`src/rtl/bp_update_queue_if.sv`:
```
// Resolve-side and counter-table-side signals of the branch update queue.
// Master drives outcomes and table readiness; slave is the queue itself.
interface bp_update_queue_if #(
  parameter int DEPTH  = 4,
  parameter int IDX_W  = 6,
  parameter int HIST_W = 4
);
  localparam int CNT_W = $clog2(DEPTH) + 1;

  logic              res_valid;
  logic              res_ready;
  logic [IDX_W-1:0]  res_index;
  logic              res_taken;
  logic              upd_ready;
  logic              update;
  logic [IDX_W-1:0]  upd_index;
  logic              taken;
  logic [HIST_W-1:0] ghr;
  logic [CNT_W-1:0]  count;
  logic              full;
  logic              empty;

  modport master (
    output res_valid, res_index, res_taken, upd_ready,
    input  res_ready, update, upd_index, taken, ghr, count, full, empty
  );

  modport slave (
    input  res_valid, res_index, res_taken, upd_ready,
    output res_ready, update, upd_index, taken, ghr, count, full, empty
  );
endinterface

```
`src/rtl/bp_update_queue.sv`:
```
// Queues resolved branches and issues one registered UPDATE pulse per entry (>=1 cycle after push, max 1 per 2 cycles);
// res_ready drops only when full, issue stalls while upd_ready is low or a pulse is already high.
module bp_update_queue #(
  parameter int DEPTH  = 4,
  parameter int IDX_W  = 6,
  parameter int HIST_W = 4
) (
  input  logic               clk_i,
  input  logic               rst_i,
  bp_update_queue_if.slave   bus_if
);
  localparam int PTR_W = $clog2(DEPTH);
  localparam int CNT_W = PTR_W + 1;

  typedef struct packed {
    logic [IDX_W-1:0] idx;
    logic             taken;
  } entry_t;

  entry_t            mem_q [DEPTH];
  logic [PTR_W-1:0]  wr_ptr_q, wr_ptr_d;
  logic [PTR_W-1:0]  rd_ptr_q, rd_ptr_d;
  logic [CNT_W-1:0]  count_q, count_d;
  logic              update_q, update_d;
  logic [IDX_W-1:0]  upd_index_q, upd_index_d;
  logic              taken_q, taken_d;
  logic [HIST_W-1:0] ghr_q, ghr_d;
  logic              full, empty, push, issue;
  entry_t            head;

  assign full  = (count_q == CNT_W'(DEPTH));
  assign empty = (count_q == '0);
  assign head  = mem_q[rd_ptr_q];
  assign push  = bus_if.res_valid && !full;
  // Blocking on update_q guarantees a low cycle between pulses, so every update gets its own rising edge.
  assign issue = !empty && bus_if.upd_ready && !update_q;

  always_comb begin
    wr_ptr_d    = wr_ptr_q;
    rd_ptr_d    = rd_ptr_q;
    count_d     = count_q;
    update_d    = issue;
    upd_index_d = upd_index_q;
    taken_d     = taken_q;
    ghr_d       = ghr_q;
    if (push) begin
      wr_ptr_d = wr_ptr_q + 1'b1;
    end
    if (issue) begin
      rd_ptr_d    = rd_ptr_q + 1'b1;
      upd_index_d = head.idx;
      taken_d     = head.taken;
      ghr_d       = {ghr_q[HIST_W-2:0], head.taken};
    end
    case ({push, issue})
      2'b10:   count_d = count_q + 1'b1;
      2'b01:   count_d = count_q - 1'b1;
      default: count_d = count_q;
    endcase
  end

  always_ff @(posedge clk_i) begin
    if (rst_i) begin
      wr_ptr_q    <= '0;
      rd_ptr_q    <= '0;
      count_q     <= '0;
      update_q    <= 1'b0;
      upd_index_q <= '0;
      taken_q     <= 1'b0;
      ghr_q       <= '0;
    end else begin
      wr_ptr_q    <= wr_ptr_d;
      rd_ptr_q    <= rd_ptr_d;
      count_q     <= count_d;
      update_q    <= update_d;
      upd_index_q <= upd_index_d;
      taken_q     <= taken_d;
      ghr_q       <= ghr_d;
    end
  end

  // Storage needs no reset: count_q alone decides which slots are live.
  always_ff @(posedge clk_i) begin
    if (push && !rst_i) begin
      mem_q[wr_ptr_q] <= '{idx: bus_if.res_index, taken: bus_if.res_taken};
    end
  end

  assign bus_if.res_ready = !full;
  assign bus_if.update    = update_q;
  assign bus_if.upd_index = upd_index_q;
  assign bus_if.taken     = taken_q;
  assign bus_if.ghr       = ghr_q;
  assign bus_if.count     = count_q;
  assign bus_if.full      = full;
  assign bus_if.empty     = empty;
endmodule

```
`src/flat_wrapper.sv`:
```
// flat-port wrapper written by rule: the top's interface ports become plain ports
module bp_update_queue_flat 
#(
  parameter int DEPTH  = 4,
  parameter int IDX_W  = 6,
  parameter int HIST_W = 4
)
  (clk_i, rst_i, bus_if_res_valid, bus_if_res_index, bus_if_res_taken, bus_if_upd_ready, bus_if_res_ready, bus_if_update, bus_if_upd_index, bus_if_taken, bus_if_ghr, bus_if_count, bus_if_full, bus_if_empty);
  bp_update_queue_if #(.DEPTH(DEPTH), .IDX_W(IDX_W), .HIST_W(HIST_W)) bus_if_i ();
  input  logic clk_i;
  input  logic rst_i;
  input wire logic [$bits(bus_if_i.res_valid)-1:0] bus_if_res_valid;
  input wire logic [$bits(bus_if_i.res_index)-1:0] bus_if_res_index;
  input wire logic [$bits(bus_if_i.res_taken)-1:0] bus_if_res_taken;
  input wire logic [$bits(bus_if_i.upd_ready)-1:0] bus_if_upd_ready;
  output wire logic [$bits(bus_if_i.res_ready)-1:0] bus_if_res_ready;
  output wire logic [$bits(bus_if_i.update)-1:0] bus_if_update;
  output wire logic [$bits(bus_if_i.upd_index)-1:0] bus_if_upd_index;
  output wire logic [$bits(bus_if_i.taken)-1:0] bus_if_taken;
  output wire logic [$bits(bus_if_i.ghr)-1:0] bus_if_ghr;
  output wire logic [$bits(bus_if_i.count)-1:0] bus_if_count;
  output wire logic [$bits(bus_if_i.full)-1:0] bus_if_full;
  output wire logic [$bits(bus_if_i.empty)-1:0] bus_if_empty;
  assign bus_if_i.res_valid = bus_if_res_valid;
  assign bus_if_i.res_index = bus_if_res_index;
  assign bus_if_i.res_taken = bus_if_res_taken;
  assign bus_if_i.upd_ready = bus_if_upd_ready;
  assign bus_if_res_ready = bus_if_i.res_ready;
  assign bus_if_update = bus_if_i.update;
  assign bus_if_upd_index = bus_if_i.upd_index;
  assign bus_if_taken = bus_if_i.taken;
  assign bus_if_ghr = bus_if_i.ghr;
  assign bus_if_count = bus_if_i.count;
  assign bus_if_full = bus_if_i.full;
  assign bus_if_empty = bus_if_i.empty;
  bp_update_queue #(.DEPTH(DEPTH), .IDX_W(IDX_W), .HIST_W(HIST_W)) u_core (.clk_i(clk_i), .rst_i(rst_i), .bus_if(bus_if_i));
endmodule
```
`config.mk`:
```
export PLATFORM = sky130hd
export DESIGN_NAME = bp_update_queue_flat
export DESIGN_NICKNAME = d
export VERILOG_FILES = /design/src/rtl/bp_update_queue_if.sv /design/src/rtl/bp_update_queue.sv /design/src/flat_wrapper.sv
export SDC_FILE = /design/constraint.sdc
export NUM_CORES = 1
export LEC_CHECK = 0
export CORE_MARGIN = 5
export CORE_UTILIZATION = 50
export CTS_BUF_LIST = sky130_fd_sc_hd__clkbuf_4
export DETAILED_ROUTE_END_ITERATION = 10
export PLACE_DENSITY = 0.76
export SLEW_MARGIN = 20
export SYNTH_ARGS = -nofsm -noshare
export SYNTH_HDL_FRONTEND = slang
export SYNTH_SLANG_ARGS = --single-unit
```
`constraint.sdc`:
```
create_clock -name clk_i -period 2.95 [get_ports clk_i]
set_input_delay 0.295 -clock clk_i [delete_from_list [all_inputs] [get_ports clk_i]]
set_output_delay 0.295 -clock clk_i [all_outputs]
set_load 0.02 [all_outputs]
```
==> results.md <==
- Run status: complete, no violations
- Root buffer selected by CTS: sky130_fd_sc_hd__clkbuf_4
- First-pass iteration count of the detailed router: 4
- Top_reg_cell synth: sky130_fd_sc_hd__edfxtp_1
- Latest clock arrival within the worst-skew pair: 0.35 ns
- Compound-Gate Fraction of Synth Area: 10.6%
- Critical path's top delay family: simple AND/OR/NAND/NOR gates
- CTS resizes: 0
- Cell Area, Placed: 2270 sq um
- Net count of the finished layout: 188
- Final-report max-slew violation count: 0
- Slew @ Worst Pin: 0.733 ns
- Number of placement rows: 22
- Avg WL per Cell: 16.1 um
- Pin count of the biggest net entering global routing: 21
- Core area: 3740 sq um
- Worst r2r path cells: 9
- Setup Skew: 0.00990 ns
- Vias in the first global route: 1,195
- Synth Area in XOR/XNOR: 0.886%
- Total Die Area: 5310 sq um
- Clock tree from TritonCTS: yes
- Die Y: 72.9 um
- Die Wd: 72.9 um
- Flip-flop and latch count after synthesis: 48
- Effective utilization at floorplan: 52.8%
- Critical setup path kind: reg -> reg
- Ant. Diodes: 0
- Unique cell type count in the Yosys netlist: 32
- Number of hold buffers added after CTS: 0
- DRC Markers: 0
- Final setup violation count: 0
- Sequence of cells on the critical path: or3_4, clkinv_4, nor2_1, ha_1, inv_1, fa_1, xor2_1, or3_1, a21oi_1
- Vias/cell: 5.49
- Residual overflow from global routing: 0
- Final Hold Vio Count: 0
- Max-cap violations: 0
- Delay contributed by the slowest stage of the critical path: 0.44 ns
- Critical path endpoint category: flop
- Top achievable clock speed: 0.424 GHz
- Iter 0 DRT Violations: 90
- Bufs on Longest Clock Path: 2
- Syn_area_per_cell: 13.7 sq um
- Number of synthesized flops with an enable pin: 28
- Post-detailed-route count of antenna-violating nets: 0
- Vias after detailed routing: 1,207
- Clock buffers created by TritonCTS: 5
- Buffer and inverter count on the worst path: 2
- Largest voltage drop on the vdd net: 392 uV
- Area of the mapped netlist: 1980 sq um
- Clock transition at the registers of the reported paths: 0.13 ns
- Final Wtd Congestion: 0.717
- Largest driver fanout on the critical path: 15
- Critical path launch point type: flop
- Total Neg Setup Slack: 0 ns
- Post-Synth Simple-Gate Area: 8.48%
- Overall power consumption: 1.85 mW
- Syn Inst Count: 144
- Share of the yosys chip area belonging to registers: 62.7%
- GRT Resource Usage Total: 14.7%
- Layout cell share with drive strength beyond 1: 18.0%
- Post-route design area: 2330 sq um
- Sinks on the clock net: 48
- Layout area overhead: 17.6%
- Post-synthesis mux area share: 7.97%
- Worst slew margin: 51.0%
- Final cycle utilization of the critical path: 80.0%
- Pleak: 0.762 nW
- Critical path data required time: 3.24 ns
- CTS HTree Levels: 2
- Share of async-settable or async-resettable flops after synthesis: 0%
- Post-detail-place hpwl: 2540 um
- Total wire length after detailed routing: 3550 um
- Dominant combinational cell family by area after synthesis: compound AO/OA/AOI/OAI gates
- Slowest stage cell on the critical path: sky130_fd_sc_hd__dfxtp_1
- Quantity of I/O buffers inserted on ports: 28
- Syn_nets: 161
- Wire length of the first global-routing pass: 5870 um
- Ys Warns: 0
- Clock period minus worst slack: 2.36 ns
- Data arrival time at the worst-slack endpoint: 2.65 ns
- RSZ-0062 raised after global routing: no
- Number of antenna violations at the first check in global routing: 0
- Power per Cell Area: 794 nW/um^2
- Arithmetic-cell share of the synthesized area counting full adders, half adders and majority gates: 4.17%
- Levels on crit path: 9
- Number of cells on the worst hold path: 2
- Hold Path Class: reg -> reg
- Number of buffers added for setup after CTS: 0
- I/O pin cnt: 29
==> power by group <==
part / leakage [nW] / switching [mW] / total [mW] / internal (mW)
clock network: 0.0338 / 0.190 / 0.301 / 0.110
logic: 0.311 / 0.381 / 0.679 / 0.298
registers: 0.417 / 0.0781 / 0.869 / 0.791
==> Yosys cell counts, types with 2 or more instances <==
cell                       count  share of area, %
sky130_fd_sc_hd__o21ai_2       2              0.89
sky130_fd_sc_hd__buf_4         2              0.76
sky130_fd_sc_hd__and2_1        4               1.3
sky130_fd_sc_hd__ha_1          5               3.2
sky130_fd_sc_hd__nor2_1        5              0.95
sky130_fd_sc_hd__mux4_2        7               8.0
sky130_fd_sc_hd__a21oi_2       9               4.0
sky130_fd_sc_hd__inv_1         7               1.3
sky130_fd_sc_hd__xor2_1        2              0.89
sky130_fd_sc_hd__clkbuf_1      2              0.38
sky130_fd_sc_hd__buf_2         4               1.0
sky130_fd_sc_hd__edfxtp_1     28                43
sky130_fd_sc_hd__o21ai_1       8               2.0
sky130_fd_sc_hd__o21ai_0       4               1.0
sky130_fd_sc_hd__or3_1         2              0.63
sky130_fd_sc_hd__a21oi_1       7               1.8
sky130_fd_sc_hd__dfxtp_1      20                20
sky130_fd_sc_hd__nand3_1      12               3.0
==> registers in the layout, indices dropped and copies added (netlist names), named ones only <==
| register | flops |
|---|---|
| u_core.bus_if.ghr | 4 |
| u_core.rd_ptr_q | 2 |
| u_core.bus_if.count | 3 |
| u_core.bus_if.update | 1 |
| u_core.bus_if.upd_index | 6 |
| u_core.mem_q | 28 |
| u_core.wr_ptr_q | 2 |
==> layout make-up <==
class                   count  area (sq um)
clock buffers               7          52.6
clock inverters             1          3.75
fillers                   285          1420
inverters                   9          40.0
multi-input cells          77           634
flip-flops and latches     48          1240
well taps                  48          60.1
repair buffers             30           295
==> layout by cell type, fill, tap and decap left out, types with 2 or more instances in the layout <==
cell and count:
sky130_fd_sc_hd__xor2_1 2, sky130_fd_sc_hd__o21ai_2 2, sky130_fd_sc_hd__clkbuf_4 7, sky130_fd_sc_hd__o21ai_0 4, sky130_fd_sc_hd__dfxtp_1 20, sky130_fd_sc_hd__o21ai_1 8, sky130_fd_sc_hd__or3_1 2, sky130_fd_sc_hd__ha_1 5
sky130_fd_sc_hd__clkdlybuf4s50_1 28, sky130_fd_sc_hd__a21oi_2 9, sky130_fd_sc_hd__nor2_1 5, sky130_fd_sc_hd__buf_4 2, sky130_fd_sc_hd__a21oi_1 7, sky130_fd_sc_hd__and2_1 4, sky130_fd_sc_hd__inv_1 7, sky130_fd_sc_hd__mux4_2 7
sky130_fd_sc_hd__nand3_1 12, sky130_fd_sc_hd__edfxtp_1 28
==> metal layers <==
metal	wire length (um)	track usage [%]	part of all wire [%]
met5	0	0	0
met4	14	4.30	0.39
met3	179	5.23	5.0
met2	1820	22.9	51
met1	1540	19.3	43
==> kinds of logic after synthesis <==
kind of cell,Yosys count
muxes,7
AOI/OAI and AO/OA,32
and+or+nand+nor,30
adders and majority gates,6
DFF,48
xor gates and xnor gates,2
buffers and inverters,19
==> per-stage QoR <==
step,hold slack (ns),utilization [%],std cells,setup WS (ns)
6_report,0.493,62.2,220,0.591
2_1_floorplan,0.394,-,144,0.664
3_5_place_dp,0.477,60.7,212,0.592
4_1_cts,0.494,62.2,220,0.623
5_1_grt,0.513,62.2,220,0.425
3_3_place_gp,0.464,60.7,212,0.697
==> worst reg2reg max path: cells and delay by family (launching register included) <==
family                     cells  cell delay, ns
and+or+nand+nor                3            0.74
DFF                            1            0.44
xor gates and xnor gates       1            0.16
buffers and inverters          2            0.20
AOI/OAI and AO/OA              1            0.16
adders and majority gates      2            0.59
==> worst paths after layout <==
check	from	end	slack, ns
setup / recovery	u_core.bus_if.count[0]	u_core.bus_if.count[2]	0.59
hold / removal	u_core.bus_if.upd_index[5]	u_core.bus_if.upd_index[5]	0.49
setup reg to reg	u_core.bus_if.count[0]	u_core.bus_if.count[2]	0.59
hold reg to reg	u_core.bus_if.upd_index[5]	u_core.bus_if.upd_index[5]	0.49
Note: power is estimated with default switching activity, not from simulation.
